[src/rtl/qfa_pkg.sv]
// qfa_pkg: shared defaults and controller state encoding for qpi_flash_arbiter.
package qfa_pkg;
  localparam int QFA_ADDR_W    = 24;
  localparam int QFA_INIT_WAIT = 32;
  typedef enum logic [2:0] {ST_INIT, ST_IDLE, ST_ISSUE, ST_WAIT, ST_RESP} qfa_state_e;
endpackage

[src/rtl/qfa_rr_pick.sv]
// qfa_rr_pick: combinational round-robin picker, first set request at or above ptr with wrap.
module qfa_rr_pick #(
  parameter int N  = 2,
  parameter int IW = $clog2(N)
) (
  input  logic [N-1:0]  req_i,
  input  logic [IW-1:0] ptr_i,
  output logic [N-1:0]  gnt_o,
  output logic [IW-1:0] idx_o,
  output logic          any_o
);
  logic [IW-1:0] j;
  always_comb begin
    idx_o = '0;
    j = '0;
    for (int k = N - 1; k >= 0; k--) begin
      j = IW'((int'(ptr_i) + k) % N);
      if (req_i[j]) idx_o = j;
    end
  end
  assign any_o = |req_i;
  assign gnt_o = any_o ? N'(1) << idx_o : '0;
endmodule

[src/rtl/qpi_flash_arbiter.sv]
// qpi_flash_arbiter: round-robin share of one single-byte QPI flash reader among N requesters.
// Define QFA_LAST_BYTE_CACHE_EN to answer a repeat read of the last fetched address without flash access.
module qpi_flash_arbiter
  import qfa_pkg::*;
#(
  parameter int N         = 2,
  parameter int INIT_WAIT = QFA_INIT_WAIT,
  parameter int ADDR_W    = QFA_ADDR_W
) (
  input  logic                  clk,
  input  logic                  rst,
  input  logic [N-1:0]          req,
  input  logic [N*ADDR_W-1:0]   req_addr,
  output logic [N-1:0]          gnt,
  output logic [N-1:0]          rsp_valid,
  output logic [7:0]            rsp_data,
  output logic                  busy,
  output logic                  rd_read,
  output logic [ADDR_W-1:0]     rd_addr,
  input  logic                  rd_ready,
  input  logic [7:0]            rd_data
);
  localparam int IW = $clog2(N);
  localparam int CW = $clog2(INIT_WAIT + 1);
  qfa_state_e state_q, state_d;
  logic [CW-1:0] cnt_q, cnt_d;
  logic [IW-1:0] ptr_q, ptr_d, idx_q, idx_d;
  logic [ADDR_W-1:0] addr_q, addr_d;
  logic [7:0] rsp_q, rsp_d;
  logic [N-1:0] pick_gnt;
  logic [IW-1:0] pick_idx;
  logic pick_any;
  logic [ADDR_W-1:0] pick_addr;
  logic hit;
  logic [7:0] hit_data;

  qfa_rr_pick #(.N(N), .IW(IW)) u_pick (
    .req_i(req),
    .ptr_i(ptr_q),
    .gnt_o(pick_gnt),
    .idx_o(pick_idx),
    .any_o(pick_any)
  );

  assign pick_addr = req_addr[int'(pick_idx)*ADDR_W +: ADDR_W];

`ifdef QFA_LAST_BYTE_CACHE_EN
  logic cv_q;
  logic [ADDR_W-1:0] ca_q;
  logic [7:0] cd_q;
  always_ff @(posedge clk) begin
    if (rst) begin
      cv_q <= 1'b0;
      ca_q <= '0;
      cd_q <= '0;
    end else if (state_q == ST_WAIT && rd_ready) begin
      cv_q <= 1'b1;
      ca_q <= addr_q;
      cd_q <= rd_data;
    end
  end
  assign hit = cv_q && ca_q == pick_addr;
  assign hit_data = cd_q;
`else
  assign hit = 1'b0;
  assign hit_data = '0;
`endif

  always_comb begin
    state_d = state_q;
    cnt_d = cnt_q;
    ptr_d = ptr_q;
    idx_d = idx_q;
    addr_d = addr_q;
    rsp_d = rsp_q;
    gnt = '0;
    rsp_valid = '0;
    rd_read = 1'b0;
    case (state_q)
      // reader may still be finishing its QPI enable or a read cut short by reset
      ST_INIT: begin
        cnt_d = cnt_q + CW'(1);
        state_d = cnt_q == CW'(INIT_WAIT - 1) ? ST_IDLE : ST_INIT;
      end
      ST_IDLE: if (pick_any) begin
        gnt = pick_gnt;
        idx_d = pick_idx;
        addr_d = pick_addr;
        ptr_d = int'(pick_idx) == N - 1 ? '0 : pick_idx + IW'(1);
        rsp_d = hit ? hit_data : rsp_q;
        state_d = hit ? ST_RESP : ST_ISSUE;
      end
      ST_ISSUE: begin
        rd_read = 1'b1;
        state_d = ST_WAIT;
      end
      ST_WAIT: if (rd_ready) begin
        rsp_d = rd_data;
        state_d = ST_RESP;
      end
      ST_RESP: begin
        rsp_valid = N'(1) << idx_q;
        state_d = ST_IDLE;
      end
      default: state_d = ST_INIT;
    endcase
  end

  always_ff @(posedge clk) begin
    if (rst) begin
      state_q <= ST_INIT;
      cnt_q <= '0;
      ptr_q <= '0;
      idx_q <= '0;
      addr_q <= '0;
      rsp_q <= '0;
    end else begin
      state_q <= state_d;
      cnt_q <= cnt_d;
      ptr_q <= ptr_d;
      idx_q <= idx_d;
      addr_q <= addr_d;
      rsp_q <= rsp_d;
    end
  end

  assign rsp_data = rsp_q;
  assign rd_addr = addr_q;
  assign busy = state_q != ST_IDLE;
endmodule

[config.mk]
export PLATFORM = sky130hd
export DESIGN_NAME = qpi_flash_arbiter
export DESIGN_NICKNAME = d
export VERILOG_FILES = /design/src/rtl/qfa_pkg.sv /design/src/rtl/qfa_rr_pick.sv /design/src/rtl/qpi_flash_arbiter.sv
export SDC_FILE = /design/constraint.sdc
export NUM_CORES = 1
export LEC_CHECK = 0
export ABC_CLOCK_PERIOD_IN_PS = 3300
export BUFFER_PORTS_ARGS = -buffer_cell sky130_fd_sc_hd__buf_4
export CORE_AREA = 2 2 53 92
export DETAILED_ROUTE_END_ITERATION = 8
export DIE_AREA = 0 0 55 94
export PLACE_DENSITY = 0.77
export SYNTH_ARGS = -nofsm -noshare
export SYNTH_HDL_FRONTEND = slang
export SYNTH_HIERARCHICAL = 1
export SYNTH_SLANG_ARGS = --single-unit
export TNS_END_PERCENT = 100
[constraint.sdc]
create_clock -name clk -period 3.3 [get_ports clk]
set_input_delay 0.165 -clock clk [delete_from_list [all_inputs] [get_ports clk]]
set_output_delay 0.165 -clock clk [all_outputs]
set_load 0.03 [all_outputs]
; ---- Word-level counts from Yosys, hierarchy flattened
; Index checks and enable logic that the tools add are counted.
[word_totals]
regBits = 43
in_bits = 61
out_inout_bits = 38
word_cells = 43
[op_classes]
n_addsub = 3
multipliers = 1
n_lt_le_gt_ge = 2
eq_ne = 8
n_shift = 3
n_mux = 15
n_reduce_logical = 5
[op_table]
columns = operator, count
row1 = variable part select 48 x 7 -> 24 bit, 1
row2 = one-hot mux 3 bit (5 select lines), 1
row3 = two-way mux 1 bit, 9
row4 = "adder 6 x 1 -> 6 bit, second input constant", 1
row5 = "== test 3 x 2 -> 1 bit, second input constant", 2
row6 = "== test 6 x 5 -> 1 bit, second input constant", 1
row7 = two-way mux 2 bit, 3
row8 = two-way mux 3 bit, 2
row9 = AND reduction 2 bit, 3
row10 = "less-than comparator 1 x 2 -> 1 bit, second input constant", 2
row11 = "inequality test 2 bit, second input constant", 2
row12 = "left shift 1 x 1 -> 2 bit, first input constant", 2
row13 = "== test 3 x 1 -> 1 bit, second input constant", 1
row14 = "== test 3 bit, second input constant", 1
row15 = zero test 3 bit, 1
row16 = "multiplier 1 x 2 -> 3 bit, second input constant", 1
row17 = "inequality test 3 x 1 -> 1 bit, second input constant", 1
row18 = "adder 1 bit, second input constant", 2
row19 = OR reduction 2 bit, 1

; ---- Depth between registers and ports, before layout
; Gate-level depths: netlist of the first run.
[logic_depth]
word_depth = 8
depth_mapped = 7

; ---- Cells and area by module
; The synthesis of the first run kept the hierarchy.
[by_module_without_submodules]
columns = mod, n_inst, cells_each, area_per_inst_um2, seq_area_each_um2
row1 = qpi_flash_arbiter, 1, 203, 1899.3, 860.8
row2 = qfa_rr_pick, 1, 5, 32.5, 0.0

; ---- Worst setup path before layout of the first run
; OpenSTA, ideal clock, no wires.
[synth_timing]
path_type = reg-to-output
startpoint = reg state_q[0]
endpoint = out rsp_valid[0]
arrival_time_ns = 1.553
required_ns = 3.135
slack_ns = 1.582
stages_incl_launch_ff = 3
path_buffers = 1
cell_sequence = dfxtp_1 -> buf_2 -> nor4b_1
[synth_between]
elab_chain_len = 2
[synth_rtl]
columns = element, line_no
row1 = "start, declared", qpi_flash_arbiter.sv:25  ; qfa_state_e state_q, state_d;
row2 = "start signal, assigned", qpi_flash_arbiter.sv:118  ; state_q <= state_d;
row3 = == test 3 bit, qpi_flash_arbiter.sv:79  ; case (state_q)
row4 = two-way mux 2 bit, qpi_flash_arbiter.sv:79
row5 = "end, declared", qpi_flash_arbiter.sv:15  ; output logic [N-1:0] rsp_valid,
; No other way between the ends.

; ---- Final worst setup path of the first run
[layout_timing]
startpoint = reg state_q[0]
endpoint = reg addr_q[20] (netlist: rd_addr[20])
[layout_between]
elab_chain_len = 2
[layout_rtl]
columns = element, line_no
row1 = == test 3 x 1 -> 1 bit, qpi_flash_arbiter.sv:79
row2 = AND reduction 2 bit (no line), n/a
row3 = "end signal, assigned", qpi_flash_arbiter.sv:122  ; addr_q <= addr_d;
row4 = "end, declared", qpi_flash_arbiter.sv:28  ; logic [ADDR_W-1:0] addr_q, addr_d;
; No other way between the ends.
; A chain may end at the register's enable or synchronous reset.

==> summary.md, run 1 <==
| Metric | Value |
|---|---|
| Status | complete, no violations |
| Worst hold path startpoint | rd_data[1] |
| Die Wd | 55 um |
| Fmax | 538 MHz |
| Total die area | 5170 um2 |
| Register bit total from synthesis | 43 |
| DR WL/cell | ~13 um |
| Post-Synthesis Cells | roughly 210 |
| Synth top area cells | dfxtp_1, mux2i_1, a211oi_1 |
| Critical-path cell list | and4bb_2 > buf_4 > nor2_1 > a211oi_1 |
| Worst skew pair latency | 0.29 ns |
| Crit path largest cell delay | a little under 0.6 ns |
| Antenna violations before repair | 0 |
| Vias | about 1800 |
| Avg Cell Area, Syn | about 9.3 um2 |
| Distinct cells, synth | 35 |
| Final Skew | between 0.008 and 0.009 ns |
| Static Leakage | 1.15 nW |
| Worst Path Required | approximately 3.5 ns |
| CTS buffer count | 5 |
| # clock sinks | 43 |
| Worst hold margin | between 0.1 and 0.15 ns |
| Post-synth ARST share | 0% |
| Syn nets | 270 |
| RSZ-0062 raised after global routing | no |
| DRT antenna net count | 0 |
| Share of layout cells above drive strength 1 | 37.4% |
| Adder-cell share of the synthesized area | 0.648% |
| Final Util | roughly 62% |
| Setup Viol. Count Final | 0 |
| Wire length of the first global-routing pass | between 6000 and 7000 um |
| Routed WL | ~4400 um |
| Fin crit period | 1.86 ns |
| Synth top area share | between 40 and 50% |
| Final Power | roughly 990 uW |
| Placed insts | 340 |
| Crit. End Element | flop |
| Post-synth EDFFs | 0 |
| Critical path's top delay family | flip-flops |
| Worst-margin pin slew | 1.04 ns |
| I/O Pins | ~100 |
| Yosys top cell by area | dfxtp_1 |
| Max-slew violation count | 0 |
| FP Rows | 32 |
| Final #Nets | 358 |
| Starting Density | 43.9% |
| Main synth FF type | dfxtp_1 |
| Crit path max fanout | 42 |
| Largest family of logic cells by synthesized area | simple AND/OR/NAND/NOR gates |
| XOR/XNOR share of the synthesized area | 0.907% |
| CTS max path bufs | 2 |
| Post-Syn Area | between 1500 and 2000 um2 |
| Startpoint types | flop |
| GRT Util Overall | around 17% |
| TritonRoute pass-1 iters | 4 |
| CTS tree | yes |
| Area Overhead vs Synth | 41.5% |
| Vias per cell | 5.16 |
| Post-Layout Cell Count | roughly 350 |
| Die H | between 90 and 100 um |
| Worst r2r src | state_q[0]$_SDFFE_PP0P_ |
| Synth warnings | 6 |
| CTS clk-pin slew, worst paths | 0.08 ns |
| Critical path buffers and inverters | 1 |
| Post-Synth Simple-Gate Area | 18.2% |
| Post-DP HPWL | ~3300 um |
| Setup TNS | 0 ns |
| DRC Markers | 0 |
| CP max-delay cell | dfxtp_1 |
| CTS root buffer | clkbuf_8 |
| PwrDens | 362 nW/um2 |
| Reg2reg path depth | 4 |
| Initial drt markers | 19 |
| Peak VDD IR | about 310 uV |
| Setup CP Type | flop to flop |
| Slew Limit Headroom | between 30% and 40% |
| # H-tree levels | 2 |
| RD Place Congestion | approximately 0.75 |
| Post-synth top cells | dfxtp_1, nor2_1, mux2i_1 |
| Complex-gate fraction of the synthesized area | between 10% and 20% |
| CP Data Arrival Time | between 2 and 2.5 ns |
| Pin count of the biggest net entering global routing | 46 |
| Number of max-cap violations | 0 |
| CTS Hold Bufs | 0 |
| Seq/Total Area, Yosys | about 45% |
| Most numerous cell in the Yosys netlist | dfxtp_1 |
| Hold depth | 3 |
| Vias in the first global route | 1614 |
| # resized after CTS | 0 |
| Period utilisation layout | between 50% and 60% |
| FF-to-FF setup slack | about 1.4 ns |
| ANT cells | 0 |
| Final hold violations | 0 |
| Port bufs | 98 |
| Post-CTS Setup Bufs | 0 |
| CORE AREA | 4400 um2 |
| Grt ovf | 0 |
| RR Endpoint | rd_addr[20]$_SDFFE_PP0P_ |
| Multiplexer share of the synthesized area | 15.2% |
| Worst min path class | input pin to flop |
| Hold endpoint | rsp_data[1]$_SDFFE_PP0P_ |
-- placed cells by master, fill, tap and decap left out, drive strengths merged, types with 3 or more instances in the layout --
cell / instances
dfxtp: 43
buf: 99
a21oi: 9
nor2: 32
clkbuf: 6
a21boi: 3
nand2: 18
nor2b: 4
mux2i: 27
a211oi: 24
-- cell families (layout without fill, tap and decap cells) --
| group | after synthesis | after routing |
|---|---|---|
| muxes | 29 | 29 |
| xor gates and xnor gates | 2 | 2 |
| AOI/OAI and AO/OA | 41 | 41 |
| and+or+nand+nor | 72 | 72 |
| buffers and inverters | 20 | 109 |
| adders and majority gates | 1 | 1 |
| DFF | 43 | 43 |
-- where the power goes --
group	total (mW)	leakage (nW)	internal, mW	switching (mW)
Clock	0.322	0.0412	0.148	0.174
Combinational	0.132	0.761	0.0799	0.0526
Sequential	0.536	0.347	0.528	0.00805
Total	0.990	1.15	0.756	0.234
-- registers in the layout (all words and copies together) (netlist names) --
signal    cells
ptr_q         1
state_q       3
rsp_data      8
idx_q         1
rd_addr      24
cnt_q         6
-- through the flow --
step	setup slack, ns	area, um2
floorplan	1.58	1930
global placement	1.52	2650
detailed placement	1.44	2650
CTS	1.43	2730
global route	1.26	2730
finish	1.44	2730
-- worst max-delay path by stage --
stage | from | cells past startpoint | to | slack, ns
finish | state_q[0]$_SDFFE_PP0P_ | 4 | rd_addr[20]$_SDFFE_PP0P_ | 1.44
global route | state_q[0]$_SDFFE_PP0P_ | 4 | rd_addr[11]$_SDFFE_PP0P_ | 1.26
CTS | state_q[0]$_SDFFE_PP0P_ | 4 | rd_addr[21]$_SDFFE_PP0P_ | 1.43
detailed placement | state_q[0]$_SDFFE_PP0P_ | 4 | rd_addr[21]$_SDFFE_PP0P_ | 1.44
global placement | state_q[0]$_SDFFE_PP0P_ | 4 | rd_addr[23]$_SDFFE_PP0P_ | 1.52
floorplan | state_q[0]$_SDFFE_PP0P_ | 2 | rsp_valid[0] | 1.58
-- tightest hold or removal path, delay by kind of cell --
| kind | cells | cell delay, ns |
|---|---|---|
| buffers and inverters | 1 | 0.11 |
| AND/OR/NAND/NOR | 1 | 0.04 |
| AO/OA/AOI/OAI | 1 | 0.05 |
-- per-layer routing --
layer | wire length [um] | global-route usage [%] | part of all wire (%)
met5 | 0 | 0 | 0
met4 | 49 | 5.49 | 1.1
met3 | 342 | 6.21 | 7.7
met2 | 2400 | 29.4 | 54
met1 | 1630 | 19.8 | 37
-- area by class of cell --
type,instances,area [um2]
clock buffer,6,72.6
clock inverter,2,12.5
fill,401,1670
inverter,2,7.51
multi-input combinational,145,973
sequential,43,861
tap,51,63.8
timing repair buffer,99,743
Note: power is estimated with default switching activity, not from simulation.
==> inputs of run 2 (changes only) <==
--- a/config.mk
+++ b/config.mk
@@ -5,12 +5,12 @@
 export SDC_FILE = /design/constraint.sdc
 export NUM_CORES = 1
 export LEC_CHECK = 0
-export ABC_CLOCK_PERIOD_IN_PS = 3300
+export ABC_CLOCK_PERIOD_IN_PS = 1570
 export BUFFER_PORTS_ARGS = -buffer_cell sky130_fd_sc_hd__buf_4
-export CORE_AREA = 2 2 53 92
+export CORE_AREA = 2 2 55 96
 export DETAILED_ROUTE_END_ITERATION = 8
-export DIE_AREA = 0 0 55 94
-export PLACE_DENSITY = 0.77
+export DIE_AREA = 0 0 57 98
+export PLACE_DENSITY = 0.75
 export SYNTH_ARGS = -nofsm -noshare
 export SYNTH_HDL_FRONTEND = slang
 export SYNTH_HIERARCHICAL = 1
==> constraint.sdc (replaced) <==
create_clock -name clk -period 1.57 [get_ports clk]
set_input_delay 0.0785 -clock clk [delete_from_list [all_inputs] [get_ports clk]]
set_output_delay 0.0785 -clock clk [all_outputs]
set_load 0.03 [all_outputs]
==> run 2 against run 1 <==
Register-to-register slack got worse by 1.3 ns. Count of clock-buffer cells in the layout did not move. Critical path depth fell by 1. Die area rose by 8.0%. Final cell count rose by 5.2%. Combinational power rose by 130%. Largest power group unchanged.
==> summary.md, run 2 (same netlist as run 1, synthesis figures left out) <==
| Metric | Value |
|---|---|
| Status | complete, no violations (unchanged) |
| Post-DP HPWL | 3430 um (was 3340 um) |
| Slew Limit Headroom | 69.0% (was 30.8%) |
| Vias | 1881 (was 1796) |
| Fmax | roughly 660 MHz |
| Final WS setup | 0.0633 ns (was 1.44 ns) |
| Crit path max fanout | 9 (was 42) |
| Port bufs | 98 (unchanged) |
| Peak VDD IR | 717 uV (was 313 uV) |
| Vias in the first global route | 1717 (was 1614) |
| Final Util | 61.2% (was 62.1%) |
| Setup TNS | 0 ns (unchanged) |
| Final #Nets | 373 (was 358) |
| Grt peak-use layer | met2 (unchanged) |
| CTS root buffer | clkbuf_8 (unchanged) |
| PwrDens | 774 nW/um2 (was 362 nW/um2) |
| Crit. End Element | output pin (was flop) |
| CTS tree | yes (unchanged) |
| Crit path largest cell delay | 0.45 ns (was 0.59 ns) |
| CP max-delay cell | or3b_2 (was dfxtp_1) |
| Max FFs per register | 24 (unchanged) |
| CP Data Arrival Time | 1.43 ns (was 2.06 ns) |
| Routed WL | 4770 um (was 4420 um) |
| CTS Hold Bufs | 0 (unchanged) |
| Area Overhead vs Synth | 53.8% (was 41.5%) |
| DRT antenna net count | 0 (unchanged) |
| I/O Pins | 99 (unchanged) |
| Reg2reg path depth | 5 (was 4) |
| Setup Viol. Count Final | 0 (unchanged) |
| Final Skew | 0.00169 ns (was 0.00870 ns) |
| Final hold violations | 0 (unchanged) |
| Worst r2r src | state_q[1]$_SDFFE_PP0P_ (was state_q[0]$_SDFFE_PP0P_) |
| Die Wd | 57 um (was 55 um) |
| Placement Setup Slack | 0.175 ns (was 1.44 ns) |
| Routing usage on met1 | 17.4% (was 19.8%) |
| Setup CP Type | flop to output pin (was flop to flop) |
| Worst Path Required | 1.49 ns (was 3.50 ns) |
| Wire length of the first global-routing pass | 7580 um (was 6830 um) |
| Met2 GRT Util | 31.5% (was 29.4%) |
| Total die area | 5590 um2 (was 5170 um2) |
| Hold depth | 3 (unchanged) |
| # clock sinks | 43 (unchanged) |
| DR WL/cell | 13.0 um (was 12.7 um) |
| Grt ovf | 0 (unchanged) |
| ANT cells | 0 (unchanged) |
| Critical path's top delay family | simple AND/OR/NAND/NOR gates (was flip-flops) |
| FF-to-FF setup slack | 0.11 ns (was 1.44 ns) |
| Hold endpoint | rsp_data[7]$_SDFFE_PP0P_ (was rsp_data[1]$_SDFFE_PP0P_) |
| Worst skew pair latency | 0.28 ns (was 0.29 ns) |
| Pin count of the biggest net entering global routing | 46 (unchanged) |
| Worst min path class | input pin to flop (unchanged) |
| Number of max-cap violations | 0 (unchanged) |
| Startpoint types | flop (unchanged) |
| Final Power | 2.30 mW (was 990 uW) |
| Critical path buffers and inverters | 2 (was 1) |
| Max-slew violation count | 0 (unchanged) |
| CTS clk-pin slew, worst paths | 0.08 ns (about the same) |
| Period utilisation layout | between 90% and 100% |
| Placed cell area | 2740 um2 (was 2650 um2) |
| Commonest non-fill, non-tap cell in the layout | buf_4 (unchanged) |
| Share of layout cells above drive strength 1 | 42.0% (was 37.4%) |
| Fin crit period | around 1.5 ns |
| TritonRoute pass-1 iters | 4 (unchanged) |
| # H-tree levels | 2 (unchanged) |
| Initial drt markers | 26 (was 19) |
| RR Endpoint | rd_addr[7]$_SDFFE_PP0P_ (was rd_addr[20]$_SDFFE_PP0P_) |
| FP Rows | 34 (was 32) |
| DRC Markers | 0 (unchanged) |
| Vias per cell | 5.14 (was 5.16) |
| RSZ-0062 raised after global routing | no (unchanged) |
| CORE AREA | 4850 um2 (was 4400 um2) |
| CTS buffer count | 5 (unchanged) |
| Commonest cells after routing, fill and taps aside | buf_4, dfxtp_1, nor2_1 (unchanged) |
| GRT met3 Usage | 4.77% (was 6.21%) |
| Die H | 98 um (was 94 um) |
| Worst-margin pin slew | 0.465 ns (was 1.04 ns) |
| GRT Util Overall | 16.8% (was 17.5%) |
| RD Place Congestion | 0.738 (was 0.752) |
| Antenna violations before repair | 0 (unchanged) |
| Static Leakage | 1.27 nW (was 1.15 nW) |
| Finished Cell Area | 2970 um2 (was 2730 um2) |
| Worst hold path startpoint | rd_data[7] (was rd_data[1]) |
| CP most frequent cell | buf_4 |
| Critical-path cell list | buf_4 > or3b_2 > buf_4 (was and4bb_2 > buf_4 > nor2_1 > a211oi_1) |
| CTS max path bufs | 2 (unchanged) |
| Starting Density | 39.8% (was 43.9%) |
run 2: cell types whose count changed in the layout (fill, tap and decap cells not counted), sizes merged:
cell	before	now
bufinv	0	1
bufbuf	0	1
clkinvlp	1	0
buf	99	111
clkbuf	6	8
run 2: per-layer routing:
| metal | share of wire, % | vias to the layer above | routed length [um] |
|---|---|---|---|
| met4 | 1.1 | 0 | 53 |
| li1 | - | 943 | - |
| met2 | 57 | 62 | 2730 |
| met3 | 6.4 | 5 | 306 |
| met5 | 0 | - | 0 |
| met1 | 35 | 871 | 1680 |
run 2: power by group:
group / switching (mW) / total, mW / internal (mW)
clock network: 0.358 / 0.872 / 0.515
registers: 0.0166 / 1.12 / 1.11
logic: 0.122 / 0.304 / 0.182
run 2: worst max-delay path by stage:
stage	to	cells after the start	start	slack (ns)
6_report	busy	3	state_q[2]$_SDFFE_PP0P_	0.06
3_5_place_dp	cnt_q[5]$_SDFFE_PP0N_	3	state_q[2]$_SDFFE_PP0P_	0.17
2_1_floorplan	rsp_valid[1]	2	state_q[1]$_SDFFE_PP0P_	-0.0004
3_3_place_gp	cnt_q[5]$_SDFFE_PP0N_	3	state_q[2]$_SDFFE_PP0P_	0.17
5_1_grt	rd_addr[1]$_SDFFE_PP0P_	5	state_q[1]$_SDFFE_PP0P_	0.001
4_1_cts	busy	3	state_q[0]$_SDFFE_PP0P_	0.006
run 2: area by class of cell:
type                    count  area, um2
clock buffers               6       82.6
repair buffers            114        925
well taps                  54       67.6
clock inverters             2       35.0
inverters                   2       7.51
fillers                   445       1880
multi-input cells         145        983
flip-flops and latches     43        870
run 2: tightest hold or removal path, cell delays in order:
cell and delay [ns]:
buf_4 0.11, nand2_1 0.04, a21oi_1 0.05
run 2: stage by stage:
step / cells / hold WS, ns
3_5_place_dp: 350 / 0.336
5_1_grt: 366 / 0.0255
3_3_place_gp: 350 / 0.326
6_report: 366 / 0.0350
4_1_cts: 360 / 0.0258
2_1_floorplan: 208 / 0.215
run 2: repair_timing:
action,in CTS,in global routing
endpoints found under the setup margin,3,3
buffers inserted,1,5
pin swaps,1,1
gates resized for setup,3,4
endpoints found under the hold margin,0,0
cloned,1,1
